$ cat config.mk
export PLATFORM = sky130hd
export DESIGN_NAME = des_key_schedule
export DESIGN_NICKNAME = d
export VERILOG_FILES = /design/src/rtl/des_key_schedule_pkg.sv /design/src/rtl/des_key_schedule_pc1.sv /design/src/rtl/des_key_schedule.sv
export SDC_FILE = /design/constraint.sdc
export NUM_CORES = 1
export LEC_CHECK = 0
export ABC_AREA = 1
export CAP_MARGIN = 0
export CORE_MARGIN = 2
export CORE_UTILIZATION = 54
export CTS_CLUSTER_SIZE = 25
export DETAILED_ROUTE_END_ITERATION = 10
export MAX_ROUTING_LAYER = met4
export PLACE_DENSITY_LB_ADDON = 0.08
export SYNTH_ARGS = -nofsm -noshare
export SYNTH_HDL_FRONTEND = slang
export SYNTH_SLANG_ARGS = --single-unit
$ cat constraint.sdc
create_clock -name clk -period 6.3 [get_ports clk]
set_clock_uncertainty 0.1 [all_clocks]
set_input_delay 1.575 -clock clk [delete_from_list [all_inputs] [get_ports clk]]
set_output_delay 1.575 -clock clk [all_outputs]
set_load 0.02 [all_outputs]
$ cat src/rtl/des_key_schedule_pkg.sv
// Shared DES key-schedule constants, tables, types and rotate helpers.
package des_ks_pkg;

    localparam int unsigned HALF_W = 28;
    localparam int unsigned KEY_W  = 64;
    localparam int unsigned CD_W   = 2 * HALF_W;

    typedef logic [0:HALF_W-1] half_t;

    typedef enum logic {
        ST_IDLE,
        ST_ROUND
    } state_t;

    // Entry k holds the rotation amount of round k+1.
    localparam int unsigned SHIFTS [16] = '{1, 1, 2, 2, 2, 2, 2, 2, 1, 2, 2, 2, 2, 2, 2, 1};

    // DES-numbered (1-based) source bit for each PC1 output bit.
    localparam int unsigned PC1_TAB [56] = '{
        57, 49, 41, 33, 25, 17,  9,  1, 58, 50, 42, 34, 26, 18,
        10,  2, 59, 51, 43, 35, 27, 19, 11,  3, 60, 52, 44, 36,
        63, 55, 47, 39, 31, 23, 15,  7, 62, 54, 46, 38, 30, 22,
        14,  6, 61, 53, 45, 37, 29, 21, 13,  5, 28, 20, 12,  4
    };

    function automatic half_t rotl(input half_t x, input int unsigned n);
        return (x << n) | (x >> (HALF_W - n));
    endfunction

    function automatic half_t rotr(input half_t x, input int unsigned n);
        return (x >> n) | (x << (HALF_W - n));
    endfunction

endpackage

$ cat src/rtl/des_key_schedule_pc1.sv
// Combinational DES PC1: 64-bit key to 56-bit C||D, parity bits dropped.
module des_pc1
    import des_ks_pkg::*;
(
    input  logic [0:63] key_i,
    output logic [0:55] cd_o
);

    always_comb begin
        cd_o = '0;
        for (int unsigned i = 0; i < CD_W; i++) begin
            cd_o[6'(i)] = key_i[6'(PC1_TAB[6'(i)] - 1)];
        end
    end

endmodule

$ cat src/rtl/des_key_schedule.sv
// Sequential DES key schedule: PC1 on load, then 16 C/D rotation rounds.
// Optional internal PC2 subkey output enabled by defining DES_KS_SUBKEY_OUT_EN.
module des_key_schedule #(
    parameter int unsigned NUM_ROUNDS = 16,
    parameter int unsigned HALF_W     = 28
) (
    input  logic        clk,
    input  logic        rst,
    input  logic        key_load,
    input  logic [0:63] key_in,
    input  logic        decrypt,
    input  logic        round_adv,
    output logic [0:55] cd_out,
    output logic [3:0]  round_idx,
    output logic        cd_valid,
    output logic        last_round
`ifdef DES_KS_SUBKEY_OUT_EN
    ,
    output logic [0:47] subkey_out,
    output logic        subkey_valid
`endif
);
    import des_ks_pkg::*;

    state_t      state_q;
    logic [0:55] cd_q;
    logic [3:0]  round_q;
    logic        mode_q;

    logic [0:55] pc1_cd;
    logic [0:55] cd_ld_d;
    logic [0:55] cd_adv_d;
    logic [3:0]  sh_idx_d;
    half_t       c_cur, d_cur, c_ld, d_ld;

    des_pc1 u_pc1 (
        .key_i (key_in),
        .cd_o  (pc1_cd)
    );

    always_comb begin
        c_cur = cd_q[0:HALF_W-1];
        d_cur = cd_q[HALF_W:2*HALF_W-1];
        c_ld  = pc1_cd[0:HALF_W-1];
        d_ld  = pc1_cd[HALF_W:2*HALF_W-1];
        // Decrypt advancing from round r uses SHIFTS[17-r], i.e. table index 16-r == -r mod 16.
        sh_idx_d = mode_q ? (4'd0 - round_q) : round_q;
        if (mode_q) begin
            cd_adv_d = {rotr(c_cur, SHIFTS[sh_idx_d]), rotr(d_cur, SHIFTS[sh_idx_d])};
        end else begin
            cd_adv_d = {rotl(c_cur, SHIFTS[sh_idx_d]), rotl(d_cur, SHIFTS[sh_idx_d])};
        end
        if (decrypt) begin
            cd_ld_d = pc1_cd;
        end else begin
            cd_ld_d = {rotl(c_ld, SHIFTS[0]), rotl(d_ld, SHIFTS[0])};
        end
    end

    // Round 16 wraps the 4-bit counter to 0; state distinguishes it from idle.
    always_ff @(posedge clk) begin
        if (rst) begin
            state_q <= ST_IDLE;
            cd_q    <= '0;
            round_q <= '0;
            mode_q  <= 1'b0;
        end else if (key_load) begin
            state_q <= ST_ROUND;
            cd_q    <= cd_ld_d;
            round_q <= 4'd1;
            mode_q  <= decrypt;
        end else if (state_q == ST_ROUND && round_adv) begin
            if (round_q == 4'(NUM_ROUNDS)) begin
                state_q <= ST_IDLE;
                round_q <= '0;
            end else begin
                cd_q    <= cd_adv_d;
                round_q <= round_q + 4'd1;
            end
        end
    end

    assign cd_out     = cd_q;
    assign round_idx  = round_q;
    assign cd_valid   = (state_q == ST_ROUND);
    assign last_round = cd_valid && (round_q == 4'(NUM_ROUNDS));

`ifdef DES_KS_SUBKEY_OUT_EN
    localparam int unsigned PC2_TAB [48] = '{
        14, 17, 11, 24,  1,  5,  3, 28, 15,  6, 21, 10,
        23, 19, 12,  4, 26,  8, 16,  7, 27, 20, 13,  2,
        41, 52, 31, 37, 47, 55, 30, 40, 51, 45, 33, 48,
        44, 49, 39, 56, 34, 53, 46, 42, 50, 36, 29, 32
    };

    always_comb begin
        subkey_out = '0;
        for (int unsigned i = 0; i < 48; i++) begin
            subkey_out[6'(i)] = cd_q[6'(PC2_TAB[6'(i)] - 1)];
        end
    end

    assign subkey_valid = cd_valid;
`endif

endmodule
# Word-level counts from Yosys, hierarchy flattened
# Memory sizes are Yosys's and may differ from the RTL's.
# Index checks and enable logic that the tools add are counted.
# classes
n_eq_ne	1
shifts	8
n_reduce_logical	8
order_cmp	1
n_mux	14
bitwise_logic	7
add_sub_neg	3
# ops
cell	n
$mux W56	5
$shl A28 B32 Y28	4
$shr A28 B32 Y28	4
$or A28 B28 Y28	4
$mux W32	2
$or A28 B1 Y28	2
$sub A5 B32 Y32 const A	1
$mux W4	2
$ge A5 B5 Y1 const B	1
$mux W1	5
$not A4 Y5	1
$add A4 B1 Y4 const B	1
$logic_not A4 Y1	1
$reduce_and A2 Y1	2
$reduce_bool A2 Y1	2
$sub A1 B4 Y4 const A	1
$logic_and A1 B1 Y1	2
$ne A2 B2 Y1 const B	1
$reduce_or A2 Y1	1
# totals
regBits	62
memories	1
mem_bits_ro	512
wordCells	48
output_inout_bits	62
in_bits	69
# memory_table
memory	depth	width	read_ports	rd_ports_with_merged_regs	write_ports	line	rtl
(no name shown)	16	32	1	0	0	des_key_schedule.sv:51	cd_adv_d = {rotl(c_cur, SHIFTS[sh_idx_d]), rotl(d_cur, SHIFTS[sh_idx_d])};

# Longest topological paths before layout
# Gate-level depths: netlist of run 1.
# depth
word_depth	13
ltp_mapped	22
mapped_depth_nobuf	19

# Cells and area by module
# A second synthesis of run 1 with hierarchy kept.
# hier_totals
hier_cells	930
area_unflattened_um2	5520.3
# modules_own_cells
module	area_each_um2	n_inst	cells_per_inst
des_key_schedule	5099.9	1	874
des_pc1	420.4	1	56

# Worst setup path before layout of run 1
# No wires, ideal clock.
# synth_path
path_kind	input port to flip-flop
startpoint	input key_load
endpoint	register cd_q, in the netlist cd_out[3]
setup_time_ps	81
slack_ps	3360
arrival_time_ps	2760
stages	6
cell_sequence	clkbuf_1 > nor2_1 > clkbuf_1 > clkbuf_1 > o211ai_1 > a41oi_1
# synth_via
elab_chain_cells	2
word_cells_on_any_way	4
# synth_rtl
item	line	rtl
start, declared	des_key_schedule.sv:9	input logic key_load,
$ne A2 B2 Y1 (no source line) / $reduce_bool A2 Y1 (equally long branches)	--	
$reduce_and A2 Y1 (no source line)	--	
end signal, assigned	des_key_schedule.sv:69	cd_q <= cd_ld_d;
end signal, assigned	des_key_schedule.sv:77	cd_q <= cd_adv_d;
end, declared	des_key_schedule.sv:26	logic [0:55] cd_q;
# Parallel ways exist; a longest one is shown, timed or not.
# A chain may end at the register's enable or synchronous reset.

# Worst setup path after layout of run 1
# layout_path
startpoint	register round_q[1] (netlist: round_idx[1])
endpoint	output last_round
# layout_via
elab_chain_cells	2
# layout_rtl
item	line	rtl
start, declared	des_key_schedule.sv:27	logic [3:0] round_q;
start signal, assigned	des_key_schedule.sv:78	round_q <= round_q + 4'd1;
$logic_not A4 Y1	des_key_schedule.sv:86	assign last_round = cd_valid && (round_q == 4'(NUM_ROUNDS));
$logic_and A1 B1 Y1	des_key_schedule.sv:86	
end, declared	des_key_schedule.sv:16	output logic last_round
# Every way passes these cells.

==> key figures, run 1 <==
Run status
  – Status: complete, no violations

GRT
  – Total GRT Usage: about a third
  – Vias in the first global route: 5412
  – Global-route wire length before repair: roughly 26000 um
  – Initial antenna violation count: 0
  – Pin count of the biggest net entering global routing: 90
  – Grt ovf: 0

STA
  – Min Clock Period, post-route: between 3 and 4 ns
  – Worst-Margin Slew: slightly above 0.9 ns
  – Hold Vio Cnt, Final: 0
  – Final hold slack: around 0.4 ns
  – Final setup TNS: 0 ns
  – RSZ-0062 raised after global routing: false
  – Fin. max-slew vios: 0
  – Max-slew headroom: around two fifths
  – Post-route clock period utilization: a little over 60%
  – Final setup margin: between 2 and 2.5 ns
  – FMAX: 263 MHz
  – Final setup fails: 0

Critical path
  – Critical path's most frequent cell: inv_1
  – Worst path top cell family by delay: buffers and inverters
  – R2R cell count: 13
  – Worst-path cell chain: inv_1 > ha_1 > inv_1 > nor3_1 > and2_1 > clkdlybuf4s50_1
  – Reg2reg start: mode_q
  – CP Launch Point: round_idx[1]
  – Startpoint types: flip-flop
  – CP max-delay cell: clkdlybuf4s50_1
  – CP Capture Type: primary output
  – CP max FO: 5
  – CP Data Arrival Time: between 2 and 2.5 ns
  – Worst r2r dst: cd_out[21]
  – Worst setup path endpoint: last_round
  – Critical path type: flip-flop to primary output
  – Reg2reg setup slack: 2.84 ns
  – Slowest Stage Delay on Critical Path: ~0.61 ns
  – CP Data Required Time: between 4 and 5 ns
  – CP bufs+invs: 3
  – CP Depth: 6

Place
  – GP Congestion: approximately 0.90
  – Pre-CTS worst setup slack: about 2.2 ns
  – IO Port Bufs: between 100 and 150
  – Post-DP HPWL: 10600 um

Pwr
  – VDD IR max: approximately 0.13 mV
  – Pleak: around 2.8 nW
  – Power Density: approximately 210 mW/mm2

Layout
  – Final nets: roughly 1000
  – Share of cells above drive strength 1: under 10%
  – Layout area overhead: 26.1%
  – FILL cells: ~860
  – # diodes: 0

Min path
  – WHS Path Cells: 2
  – Hold WC Path Type: flip-flop to flip-flop

Logic synthesis
  – Yosys warns: 0
  – Cell Area, Synth: roughly 0.005 mm2
  – Syn_nets: 946
  – Register area share after synthesis: between 20% and 30%
  – Seq cells post-synth: a little over 60
  – Post-synth cell types: 34
  – Primary FF master, synth: dfxtp_1
  – Post-Syn Area per Cell: a little under 6 um2
  – Share of flip-flops with an asynchronous set or reset: 0%
  – Post-synth EDFFs: 0
  – Post-Syn Instances: a little under 900

Floorplan
  – CORE AREA: between 0.009 and 0.01 mm2
  – Rows: 35
  – Die width: ~100 um
  – Starting Density: between 50% and 60%
  – Die height: between 100 and 150 um
  – Die area: 0.0102 mm2
  – IO Count: approximately 130

Clock tree
  – Hold-fix buffers, CTS: 0
  – Clk root buf: clkbuf_8
  – TritonCTS clock tree: yes
  – Clk pin slew, worst setup/hold paths: 0.08 ns
  – CTS Buf Count: 9
  – CTS-repair resized insts: 0
  – H-tree levels: 3
  – Clock Latency Late Sink: ~0.35 ns
  – Post-CTS Setup Bufs: 0
  – Clock tree buffer depth: 2
  – Clk sinks: slightly above 60

Route
  – Routed wire per std cell: between 10 and 15 um
  – Via count: approximately 6100
  – 1st-pass router iterations: 6
  – DR iter-0 viols: just under 500
  – Final ANT Viol Nets: 0
  – Post-Route WL: between 15000 and 20000 um
  – DRC Markers: 0
  – Via-to-Cell Ratio: roughly 5.7

Job
  – Total of max-cap violations: 0
==> layout by cell type, fill, tap and decap left out, types with 3 or more instances in the layout <==
cell type,count
o221ai_1,18
a31oi_1,5
nand4_1,23
nand3_1,24
o211ai_1,36
nor3_1,3
ha_1,3
clkdlybuf4s50_1,121
inv_2,16
nand2_1,200
o21ai_0,95
or2_1,3
nor2_1,48
inv_1,114
a21oi_1,74
clkbuf_8,10
dfxtp_1,62
o21ai_1,68
buf_4,10
==> synth_stat cells (all sizes together), types with 5 or more instances <==
cell / instances / area share (%)
nand2: 201 / 15
o21ai: 163 / 16
inv: 131 / 9.7
a21oi: 74 / 7.3
dfxtp: 62 / 24
nor2: 50 / 3.7
clkbuf: 43 / 3.2
o211ai: 36 / 5.3
nand3: 24 / 2.4
buf: 23 / 3.7
nand4: 23 / 2.8
o221ai: 18 / 3.1
a31oi: 5 / 0.61
==> layer usage <==
| metal | global-route usage [%] | part of all wire (%) |
|---|---|---|
| met5 | - | 0 |
| met4 | 10.3 | 1.9 |
| met3 | 4.14 | 8.2 |
| met2 | 49.7 | 46 |
| met1 | 42.3 | 44 |
==> sequential cells by signal, summed over array words and instances (netlist names) <==
name       flops
cd_out        56
cd_valid       1
mode_q         1
round_idx      4
==> through the flow <==
step                std cells  cell area (um2)  power [mW]  util, %
detailed placement       1052             6210       0.934     67.6
CTS                      1068             6430        1.33     69.9
finish                   1068             6430        1.34     69.9
global placement         1052             6210       0.927     67.6
global route             1068             6430        1.41     69.9
floorplan                 874             5100       0.780        -
==> worst min-delay path, stage by stage (launching register included) <==
cell	delay [ns]
dfxtp_1	0.33
nand2_1	0.07
a21oi_1	0.05
==> logic make-up (layout without fill, tap and decap cells) <==
kind of cell / after synthesis / after routing / share of synthesized area, %
adders and majority gates: 3 / 3 / 0.736
AOI/OAI and AO/OA: 301 / 301 / 33.0
buffers and inverters: 198 / 281 / 16.7
and+or+nand+nor: 308 / 308 / 24.9
xor gates and xnor gates: 2 / 2 / 0.344
DFF: 62 / 62 / 24.3
==> worst min path at each step <==
stage / slack (ns) / end / from
2_1_floorplan: 0.46 / cd_valid / cd_valid
3_3_place_gp: 0.37 / cd_valid / cd_valid
3_5_place_dp: 0.39 / cd_valid / cd_valid
4_1_cts: 0.40 / cd_valid / cd_valid
5_1_grt: 0.44 / cd_valid / cd_valid
6_report: 0.40 / cd_valid / cd_valid
==> power breakdown <==
group	internal, mW	switching (mW)
clock network	0.233	0.170
logic	0.190	0.279
registers	0.425	0.0397
==> layout make-up <==
type                            instances  area (um2)  share of cell area, %
Timing Repair Buffer                  133        1310                   20.4
Clock inverter                          4        70.1                   1.09
Tap cell                              111         139                   2.16
Clock buffer                           12         145                   2.26
Multi-Input combinational cell        614        3020                   47.0
Sequential cell                        62        1240                   19.3
Inverter                              132         500                   7.78
Power figures use the tool's default switching activity.
==> inputs of run 2 (changes only) <==
--- a/config.mk
+++ b/config.mk
@@ -8,7 +8,7 @@
 export ABC_AREA = 1
 export CAP_MARGIN = 0
 export CORE_MARGIN = 2
-export CORE_UTILIZATION = 54
+export CORE_UTILIZATION = 50
 export CTS_CLUSTER_SIZE = 25
 export DETAILED_ROUTE_END_ITERATION = 10
 export MAX_ROUTING_LAYER = met4
==> constraint.sdc (replaced) <==
create_clock -name clk -period 3.6 [get_ports clk]
set_clock_uncertainty 0.1 [all_clocks]
set_input_delay 0.9 -clock clk [delete_from_list [all_inputs] [get_ports clk]]
set_output_delay 0.9 -clock clk [all_outputs]
set_load 0.02 [all_outputs]
==> run 2 against run 1 <==
Against the previous run:
- count of clock-buffer cells in the layout decreased by 2
- largest cell class unchanged
- combinational power increased by 79%
- routed wire length increased by 2.7%
- first-iteration DRC count increased by 1.7%
- critical path type unchanged
- final cell count increased by 2.6%
- die area increased by 7.7%
- via count increased by 0.36%
- flip-flop and latch count unchanged
- register-to-register slack got worse by 2.1 ns
- core utilization decreased by 3.4 points
- clock power increased by 76%
==> key figures, run 2 (synthesis results as in run 1) <==
Clock tree
  – Clock tree buffer depth: 2 (unchanged)
  – H-tree levels: 3 (unchanged)
  – CTS-repair resized insts: 0 (unchanged)
  – Clk root buf: clkbuf_8
  – Hold-fix buffers, CTS: 0 (unchanged)
  – CTS Buf Count: 9 (unchanged)
  – Post-CTS Setup Bufs: 0 (unchanged)
  – Clk sinks: 62 (unchanged)
  – Clk pin slew, worst setup/hold paths: 0.08 ns (about the same)
  – TritonCTS clock tree: yes
  – Clock Latency Late Sink: 0.35 ns (about the same)

Place
  – GP Congestion: 0.971 (+7.8%)
  – IO Port Bufs: 122 (unchanged)
  – Post-DP HPWL: 11300 um (+6.0%)

Floorplan
  – Starting Density: 51.9% (-3.5 points)
  – Die width: 105 um (+3.8%)
  – CORE AREA: 0.00982 mm2 (+6.8%)
  – IO Count: 131 (unchanged)
  – Die area: 0.0110 mm2 (+7.7%)
  – Die height: 105 um (+3.8%)
  – Rows: 36 (+2.9%)

STA
  – Worst-Margin Slew: 0.839 ns (-0.0907 ns)
  – Fin. max-slew vios: 0 (unchanged)
  – Min Clock Period, post-route: 3.06 ns
  – Final setup TNS: 0 ns (unchanged)
  – Final setup fails: 0 (unchanged)
  – Max-slew headroom: 44.0% (+6.0 points)
  – Hold Vio Cnt, Final: 0 (unchanged)
  – FMAX: 327 MHz
  – RSZ-0062 raised after global routing: false
  – Post-route clock period utilization: 84.9%

Critical path
  – CP max-delay cell: clkdlybuf4s50_1
  – Critical path's most frequent cell: inv_1
  – CP Capture Type: primary output
  – CP Data Required Time: 2.60 ns (-2.02 ns)
  – Slowest Stage Delay on Critical Path: 0.60 ns (about the same)
  – Critical path type: flip-flop to primary output
  – Worst-path cell chain: inv_1 > ha_1 > inv_1 > nor3_1 > and2_1 > clkdlybuf4s50_1
  – R2R cell count: 14 (+1)
  – CP Data Arrival Time: 2.06 ns (-0.07 ns)
  – CP max FO: 6 (+1)
  – Startpoint types: flip-flop

Min path
  – Hold WC Path Type: flip-flop to flip-flop
  – WHS Path Cells: 2 (unchanged)

Layout
  – Final nets: 1030 (+0.59%)
  – Max FFs per register: 56 (unchanged)
  – Commonest cells after routing, fill and taps aside: 200 x nand2_1, 121 x clkdlybuf4s50_1, 115 x inv_1, 95 x o21ai_0, 74 x a21oi_1
  – Layout area overhead: 28.1%
  – Most common cell after layout, fill and taps aside: nand2_1
  – # diodes: 0 (unchanged)
  – Core Util, Final: 66.6% (-3.4 points)
  – Share of cells above drive strength 1: 5.50% (+0.70 points)

Pwr
  – VDD IR max: 0.212 mV (+67%)
  – Power Density: 361 mW/mm2 (+74%)
  – Pleak: 2.83 nW (+1.3%)

GRT
  – Initial antenna violation count: 0 (unchanged)
  – Vias in the first global route: 5681 (+5.0%)
  – Total GRT Usage: 30.0% (-1.6 points)
  – Grt ovf: 0 (unchanged)
  – Pin count of the biggest net entering global routing: 129 (+43%)
  – Global-route wire length before repair: 27000 um (+4.6%)

Route
  – Final ANT Viol Nets: 0 (unchanged)
  – Via-to-Cell Ratio: 5.60 (-2.2%)
  – Via count: 6140 (+0.36%)
  – Post-Route WL: 16100 um (+2.7%)
  – DR iter-0 viols: 491 (+1.7%)
  – Routed wire per std cell: 14.7 um (about the same)
  – DRC Markers: 0 (unchanged)
  – 1st-pass router iterations: 6 (unchanged)

Job
  – Total of max-cap violations: 0 (unchanged)

Run status
  – Status: complete, no violations
run 2: cell types whose count changed in the layout (fill, tap and decap cells not counted):
cell,delta
buf_4,+4
buf_12,+2
inv_1,+1
clkinvlp_4,+2
inv_2,-1
clkbuf_1,-2
run 2: report_power, final:
part | internal (mW) | switching, mW
clock | 0.406 | 0.303
sequential | 0.744 | 0.0648
combinational | 0.343 | 0.498
run 2: worst max-delay path: cells and delay by family (launching register included):
kind	cells	cell delay [ns]
flops	1	0.37
simple gates	2	0.39
fa+ha+maj	1	0.16
buf+inv	3	0.79
run 2: path summary, 6_finish.rpt:
check / startpoint / endpoint / slack [ns]
setup / recovery: round_idx[0] / last_round / 0.54
hold / removal: cd_valid / cd_valid / 0.39
setup reg to reg: round_idx[0] / cd_out[31] / 0.75
hold reg to reg: cd_valid / cd_valid / 0.39
run 2: through the flow:
step	total power, mW	hold slack, ns	worst slack, ns	std cells	instance area, um2
after floorplan	1.36	0.455	0.691	874	5100
after global placement	1.64	0.375	0.615	1080	6310
after detailed placement	1.65	0.384	0.562	1080	6310
after CTS	2.36	0.395	0.542	1096	6540
after global routing	2.49	0.425	0.379	1096	6540
final	2.36	0.391	0.544	1096	6540
run 2: area by class of cell:
| cell class | count | area, um2 |
|---|---|---|
| Inverter | 132 | 500 |
| Multi-Input combinational cell | 614 | 3020 |
| Fill cell | 973 | 3280 |
| Clock inverter | 6 | 85.1 |
| Clock buffer | 10 | 138 |
| Tap cell | 133 | 166 |
| Timing Repair Buffer | 139 | 1380 |
| Sequential cell | 62 | 1240 |
run 2: metal layers:
| layer | track usage (%) | wire, um | vias up |
|---|---|---|---|
| met5 | - | 0 | - |
| met4 | 9.43 | 242 | 0 |
| met3 | 4.49 | 1220 | 28 |
| met2 | 47.5 | 7460 | 262 |
| met1 | 39.4 | 7210 | 2750 |
| li1 | - | - | 3100 |
==> inputs of run 3 (changes only) <==
==> constraint.sdc (replaced) <==
create_clock -name clk -period 2.9 [get_ports clk]
set_clock_uncertainty 0.1 [all_clocks]
set_input_delay 0.725 -clock clk [delete_from_list [all_inputs] [get_ports clk]]
set_output_delay 0.725 -clock clk [all_outputs]
set_load 0.02 [all_outputs]
==> run 3 against run 2 <==
Against the previous run:
- global-route usage grew 0.30 points
- worst hold slack gained 0.0028 ns
- routed wire length grew 2.1%
- sequential power grew 24%
- first-iteration DRC count shrank 16%
- sequential share of layout area shrank 0.19 points
- die area is the same
- highest routed layer unchanged
- critical path depth grew 10
- power grew 26%
==> key figures, run 3 (synthesis results as in run 1) <==
Run status
  – Status: complete, no violations

Clock tree
  – Post-CTS Setup Bufs: 0 (unchanged)
  – Clock tree buffer depth: 2 (unchanged)
  – Clk sinks: 62 (unchanged)
  – Clk root buf: clkbuf_8
  – CTS Buf Count: 9 (unchanged)
  – H-tree levels: 3 (unchanged)
  – Clk pin slew, worst setup/hold paths: 0.08 ns (about the same)
  – Hold-fix buffers, CTS: 0 (unchanged)
  – Clock Latency Late Sink: 0.35 ns (about the same)
  – TritonCTS clock tree: yes

Floorplan
  – Die area: 0.0110 mm2 (unchanged)
  – Rows: 36 (unchanged)
  – Starting Density: 51.9% (unchanged)
  – Die height: 105 um (unchanged)
  – CORE AREA: 0.00982 mm2 (unchanged)
  – Die width: 105 um (unchanged)
  – IO Count: 131 (unchanged)

Route
  – DR iter-0 viols: 413 (-16%)
  – DRC Markers: 0 (unchanged)
  – Post-Route WL: 16500 um (+2.1%)
  – Via-to-Cell Ratio: 5.63 (+0.48%)
  – Via count: 6209 (+1.1%)
  – Final ANT Viol Nets: 0 (unchanged)
  – 1st-pass router iterations: 6 (unchanged)
  – Routed wire per std cell: 14.9 um (+1.4%)

Critical path
  – CP Launch Point: round_idx[1]
  – Critical path type: flip-flop to flip-flop
  – Reg2reg start: round_idx[1]
  – CP Data Required Time: 3.03 ns (+0.43 ns)
  – CP max FO: 128 (+122)
  – Startpoint types: flip-flop
  – CP Data Arrival Time: 2.83 ns (+0.77 ns)
  – CP Capture Type: flip-flop

Pwr
  – VDD IR max: 0.249 mV (+17%)
  – Switching portion of total power: 35.8% (-0.91 points)
  – Switch Pwr: 1.07 mW (+23%)
  – Combinational share of power: 35.6% (about the same)
  – Seq pwr share: 33.7% (-0.6 points)
  – Internal Power: 1.91 mW (+28%)
  – Clk pwr share: 30.7% (+0.7 points)
  – Power Density: 451 mW/mm2 (+25%)
  – Pleak: 2.88 nW (+1.8%)

Layout
  – FILL cells: 962 (-1.1%)
  – Final nets: 1037 (+0.68%)
  – Most common cell after layout, fill and taps aside: nand2_1
  – Layout area overhead: 29.5%
  – Multi-input gate area in the final layout: 0.00302 mm2 (unchanged)
  – Storage cell area: 0.00124 mm2 (+0.10%)
  – Finished Layout Cells: 1103 (+0.64%)
  – # diodes: 0 (unchanged)
  – Commonest cells after routing, fill and taps aside: 200 x nand2_1, 120 x clkdlybuf4s50_1, 115 x inv_1, 95 x o21ai_0, 74 x a21oi_1
  – Max FFs per register: 56 (unchanged)
  – Share of cells above drive strength 1: 6.19% (+0.68 points)

STA
  – Max-slew headroom: 66.1% (+22 points)
  – Post-route clock period utilization: approximately 93%
  – Final setup TNS: 0 ns (unchanged)
  – RSZ-0062 raised after global routing: false
  – Final setup fails: 0 (unchanged)
  – Hold Vio Cnt, Final: 0 (unchanged)
  – Min Clock Period, post-route: 2.70 ns
  – FMAX: 371 MHz
  – Worst-Margin Slew: 0.508 ns (-0.330 ns)
  – Fin. max-slew vios: 0 (unchanged)

GRT
  – Initial antenna violation count: 0 (unchanged)
  – Grt ovf: 0 (unchanged)
  – Global-route wire length before repair: 27000 um (+0.15%)
  – Vias in the first global route: 5547 (-2.4%)
  – Total GRT Usage: 30.3% (+0.30 points)
  – Pin count of the biggest net entering global routing: 129 (unchanged)

Job
  – Total of max-cap violations: 0 (unchanged)

Min path
  – Min-delay src: cd_valid
  – Hold WC Path Type: flip-flop to flip-flop

Place
  – GP Congestion: 0.908 (-6.5%)
  – IO Port Bufs: 122 (unchanged)
  – Dpl cells: 1087 (+0.65%)
  – Post-DP HPWL: 11400 um (+1.4%)
[run 3: power groups by stage]
stage                     sequential [mW]  clock [mW]  combinational [mW]
after CTS                            1.00       0.927                1.05
after global placement               1.02           0                1.03
after floorplan                      1.09           0               0.605
final                                1.00       0.915                1.06
after global routing                 1.02       0.966                1.16
after detailed placement             1.02           0                1.04
[run 3: final timing paths]
| path | end | slack (ns) | cells after the start |
|---|---|---|---|
| hold reg to reg | cd_valid | 0.39 | 2 |
| hold / removal | cd_valid | 0.39 | 2 |
| setup reg to reg | cd_out[24] | 0.20 | 16 |
| setup / recovery | cd_out[24] | 0.20 | 16 |
[run 3: worst max-delay path: stages (launching register included)]
cell,delay (ns)
dfxtp_1,0.41
inv_1,0.11
ha_1,0.32
inv_1,0.05
nand2_1,0.07
nand2_1,0.08
nand2_1,0.08
nand2_1,0.07
nand2_1,0.08
nand2_1,0.08
nand2_4,0.09
buf_16,0.36
o211ai_1,0.20
nand3_1,0.12
o211ai_1,0.08
o21ai_0,0.19
inv_1,0.06
[run 3: stage by stage]
step / power [mW] / setup WS [ns] / cell area [um2] / utilization, % / hold WS, ns
after global routing: 3.15 / 0.0154 / 6610 / 67.3 / 0.439
final: 2.98 / 0.204 / 6610 / 67.3 / 0.394
after floorplan: 1.69 / 0.00437 / 5100 / - / 0.455
after global placement: 2.05 / 0.308 / 6370 / 64.8 / 0.373
after CTS: 2.98 / 0.216 / 6600 / 67.2 / 0.397
after detailed placement: 2.07 / 0.241 / 6370 / 64.8 / 0.387
[run 3: layout make-up]
cell class              instances  area share, %
multi-input cells             614           45.8
repair buffers                146           21.8
flip-flops and latches         62           18.8
inverters                     132           7.58
clock buffers                  13           2.56
well taps                     133           2.52
clock inverters                 3          0.985
[run 3: timing repair]
| action | in CTS | in global routing |
|---|---|---|
| gates resized for setup | 1 | 1 |
| setup endpoints to repair | 1 | 2 |
| endpoints found under the hold margin | 0 | 0 |
[run 3: metal layers]
layer	wire length (um)	global-route usage (%)
met4	232	8.57
met2	7610	48.7
met3	1370	4.68
met5	0	-
met1	7260	39.5
==> RTL change 1, RTL diff (config.mk and constraints of run 1) <==
Register the output `round_idx` once more, cleared by the reset; this adds one clock of latency there. The other outputs are not delayed to match.
--- a/src/rtl/des_key_schedule.sv
+++ b/src/rtl/des_key_schedule.sv
@@ -83,3 +83,9 @@
     assign cd_out     = cd_q;
-    assign round_idx  = round_q;
+    always_ff @(posedge clk) begin
+        if (rst) begin
+            round_idx <= '0;
+        end else begin
+            round_idx <= round_q;
+        end
+    end
     assign cd_valid   = (state_q == ST_ROUND);
Behaviour: not the same (a bounded check fails within 4 cycles, from zero or initial values and one cycle with rst high).
==> RTL change 1 against run 1 <==
- die area rose by 3.9%
- setup slack better by 61 ps
- sequential cell count increased by 4
- cell area increased by 4.1%
- routed wire length grew 3.1%
- total power rose by 4.9%
- core utilization shrank 0.49 points
- clock power is 8.7% higher
- area after synthesis increased by 4.1%
- critical path depth is 2 higher
- sequential power is 4.7% higher
- count of clock-buffer cells in the layout decreased by 3
- largest cell class unchanged
==> RTL change 1: results (changes against run 1) <==
.. list-table::
   :header-rows: 1

   * - Metric
     - Value
   * - Slew HR
     - 36.4% (-1.7 points)
   * - Ratio of routed vias to standard cells
     - 5.49 (-4.2%)
   * - Biggest area contributors in the synthesized netlist
     - sky130_fd_sc_hd__dfxtp_1, sky130_fd_sc_hd__nand2_1, sky130_fd_sc_hd__o21ai_0
   * - Total placed instance area
     - 6450 um^2 (+3.8%)
   * - Gr usage total
     - 30.9% (-0.76 points)
   * - Setup slack on the worst flop-to-flop path
     - 2800 ps (-40 ps)
   * - Proportion of cell area occupied by multi-input gates
     - 47.0% (about the same)
   * - R2R cell count
     - 16 (+3)
   * - Stage delay of the slowest cell on the critical path
     - 820 ps (+210 ps)
   * - Iter 0 DRT Violations
     - 557 (+15%)
   * - Well-tap cell count
     - 133 (+20%)
   * - Detailed-router iteration count before antenna repair
     - 5 (-1)
   * - Count of non-CTS inverters in the layout
     - 145 (+9.8%)
   * - Most numerous cell types in the synthesized netlist
     - sky130_fd_sc_hd__nand2_1, sky130_fd_sc_hd__inv_1, sky130_fd_sc_hd__o21ai_0, sky130_fd_sc_hd__a21oi_1, sky130_fd_sc_hd__dfxtp_1
   * - Post-Synthesis Mean Instance Area
     - 5.55 um^2 (-4.9%)
   * - Number of nets in the synthesized netlist
     - 1028 (+8.7%)
   * - Detailed-route via count
     - 6420 (+4.9%)
   * - Placed wire-length estimate after detailed placement
     - 10800 um (+2.0%)
   * - Status
     - finished, final reports clean
   * - Critical path data arrival time
     - 3920 ps (+1790 ps)
   * - Clock period minus final worst setup slack
     - 3740 ps (-61.0 ps)
   * - Nonclk buf count
     - 130 (-2.3%)
   * - Leakage Power
     - 0.00307 uW (+10%)
   * - Layout non-clock buf frac
     - 19.0% (-1.4 points)
   * - Post-synthesis sequential area ratio
     - 24.9% (+0.56 points)
   * - Total number of multi-input combinational cells
     - 680 (+11%)
   * - Distinct cells, synth
     - 27 (-21%)
   * - Maximum vdd ir drop
     - 138 uV (+8.5%)
   * - Number of fill cells
     - 954 (+11%)
   * - Final estimated routing congestion in global placement
     - 0.927 (+2.8%)
   * - Number of placed instances, taps included
     - 1154 (+9.7%)
   * - Global-route wire length before repair
     - 25500 um (-1.0%)
   * - Destination of the worst register-to-register timing path
     - cd_out[1]
   * - Via count of the first global-routing pass
     - 5489 (+1.4%)
   * - Maximum number of pins on one net before global-route repair
     - 110 (+22%)
   * - Flop and latch count out of synthesis
     - 66 (+6.5%)
   * - Share of final-layout standard cells stronger than drive strength 1
     - 3.38% (-1.4 points)
   * - Area fraction of clock buffers and clock inverters
     - 3.61% (+0.26 points)
   * - Share of cell area taken by flip-flops and latches
     - 19.7% (+0.44 points)
-- RTL change 1: cell count changes in the layout (fill, tap and decap cells not counted), moves of 4 or more --
cell | run 1 | this run
sky130_fd_sc_hd__nand2_1 | 200 | 258
sky130_fd_sc_hd__o221ai_1 | 18 | 0
sky130_fd_sc_hd__inv_1 | 114 | 140
sky130_fd_sc_hd__inv_2 | 16 | 3
sky130_fd_sc_hd__dfxtp_1 | 62 | 66
sky130_fd_sc_hd__nand3_1 | 24 | 31
sky130_fd_sc_hd__o21ai_0 | 95 | 138
sky130_fd_sc_hd__o211ai_1 | 36 | 10
sky130_fd_sc_hd__a31oi_1 | 5 | 0
sky130_fd_sc_hd__a21oi_1 | 74 | 111
sky130_fd_sc_hd__o21ai_1 | 68 | 37
-- RTL change 1: cell families (layout without fill, tap and decap cells) --
family | count (synthesis) | count (layout) | synth area share (%)
simple gates | 378 | 378 | 29.2
compound gates | 297 | 297 | 28.5
buf+inv | 210 | 291 | 16.3
flops | 66 | 66 | 24.9
fa+ha+maj | 3 | 3 | 0.707
xor+xnor | 2 | 2 | 0.330
-- RTL change 1: power by group --
part | internal (uW) | switching (uW)
Combinational | 187 | 289
Clock | 263 | 175
Sequential | 451 | 35.8
-- RTL change 1: per-layer routing --
metal / vias to the layer above / global-route usage, % / wire (um)
met1: 2835 / 39.5 / 6860
met5: - / - / 0
met4: 0 / 8.81 / 269
li1: 3245 / - / -
met2: 314 / 50.0 / 7590
met3: 26 / 5.42 / 1490
-- RTL change 1: how the worst max path moves through the flow --
stage / from / endpoint / cells past startpoint
after floorplan: key_load / cd_out[32] / 8
after global placement: key_load / cd_out[26] / 8
after detailed placement: key_load / cd_out[26] / 8
after CTS: key_load / cd_out[26] / 8
after global routing: key_load / cd_out[26] / 8
final: key_load / cd_out[26] / 8
==> RTL change 2, RTL diff (config.mk and constraints of run 1) <==
Made on the original files. Change the parameter `NUM_ROUNDS` from 16 to 15.
--- a/src/rtl/des_key_schedule.sv
+++ b/src/rtl/des_key_schedule.sv
@@ -3,3 +3,3 @@
 module des_key_schedule #(
-    parameter int unsigned NUM_ROUNDS = 16,
+    parameter int unsigned NUM_ROUNDS = 15,
     parameter int unsigned HALF_W     = 28
Behaviour: same outputs for any inputs over 4 cycles, from zero or initial values and one cycle with rst high; that may be too few to reach the edited logic, so the function may still have changed.
==> RTL change 2 against run 1 <==
- area after synthesis shrank 0.32%
- critical endpoint is now cd_out[55]
- routed wire length grew 6.9%
- largest power group unchanged
- via count grew 2.7%
- setup slack lost 440 ps
- sequential cell count is the same
- cell area is essentially flat
- global-route usage grew 1.9 points
- die area shrank 0.31%
- total power is essentially flat
==> RTL change 2: results (changes against run 1) <==
.. list-table::
   :header-rows: 1

   * - Metric
     - Value
   * - Status
     - finished, final reports clean
   * - Per-cell routed wire length
     - 15.8 um (+7.2%)
   * - Number of fill cells
     - 836 (-2.5%)
   * - Worst slack on hold paths
     - 394 ps (-5.18 ps)
   * - Worst setup path start
     - key_load
   * - Worst Path Max Fanout
     - 46 (+41)
   * - Most numerous cell types in the synthesized netlist
     - sky130_fd_sc_hd__nand2_1, sky130_fd_sc_hd__o21ai_0, sky130_fd_sc_hd__inv_1, sky130_fd_sc_hd__a21oi_1, sky130_fd_sc_hd__dfxtp_1
   * - Number of placed instances, taps included
     - 1049 (-0.29%)
   * - Iter 0 DRT Violations
     - 417 (-14%)
   * - Post-synthesis sequential area ratio
     - 24.4% (+0.078 points)
   * - Slew HR
     - 24.9% (-13 points)
   * - Max frequency
     - 0.235 GHz (-10%)
   * - Via count of the first global-routing pass
     - 5732 (+5.9%)
   * - Detailed-router iteration count before antenna repair
     - 5 (-1)
   * - Complex-gate fraction of the synthesized area
     - 33.0% (about the same)
   * - R2R cell count
     - 16 (+3)
   * - Critical path data arrival time
     - 4420 ps (+2290 ps)
   * - Stage delay of the slowest cell on the critical path
     - 650 ps (+40 ps)
   * - Distinct cells, synth
     - 35 (+2.9%)
   * - Global Route met3 Usage
     - 4.79% (+0.64 points)
   * - Adder-cell share of the synthesized area
     - 0.738% (+0.0024 points)
   * - Final estimated routing congestion in global placement
     - 0.949 (+5.3%)
   * - Placed wire-length estimate after detailed placement
     - 11200 um (+5.2%)
   * - Xor/xnor share of the synthesized area
     - 0% (-0.34 points)
   * - Met1 demand-to-capacity share in global routing
     - 43.5% (+1.2 points)
   * - Global-route wire length before repair
     - 27100 um (+5.1%)
   * - Total placed instance area
     - 6220 um^2 (+0.14%)
   * - Gr usage total
     - 33.5% (+1.9 points)
   * - Share of final-layout standard cells stronger than drive strength 1
     - 5.03% (+0.22 points)
   * - Layout non-clock buf frac
     - 19.8% (-0.64 points)
   * - Proportion of cell area occupied by multi-input gates
     - 48.4% (+1.4 points)
RTL change 2: cell types whose count changed in the layout (fill, tap and decap cells not counted), sizes merged, moves of 3 or more:
cell,delta
a21oi,-6
buf,-4
inv,-8
nand2,-8
nand3,+17
nand4,-5
nor2,+11
nor3,+3
o211ai,+10
o21ai,-9
o21bai,+4
o221ai,-7
RTL change 2: power by group:
part / switching, uW / internal, uW / leakage, uW
registers: 43.8 / 428 / 0.000514
clock network: 170 / 203 / 0.000106
logic: 297 / 195 / 0.00218
total: 511 / 825 / 0.00280
RTL change 2: cell families (layout without fill, tap and decap cells):
group | after synthesis | after routing
buffers and inverters | 189 | 269
flip-flops | 62 | 62
adder cells (fa/ha/maj) | 3 | 3
AND/OR/NAND/NOR | 328 | 328
AO/OA/AOI/OAI | 292 | 292
RTL change 2: metal layers:
layer  vias up  wire [um]
met5         -          0
met3        31       1440
met2       329       7900
li1       3069          -
met4         0        293
met1      2853       7170
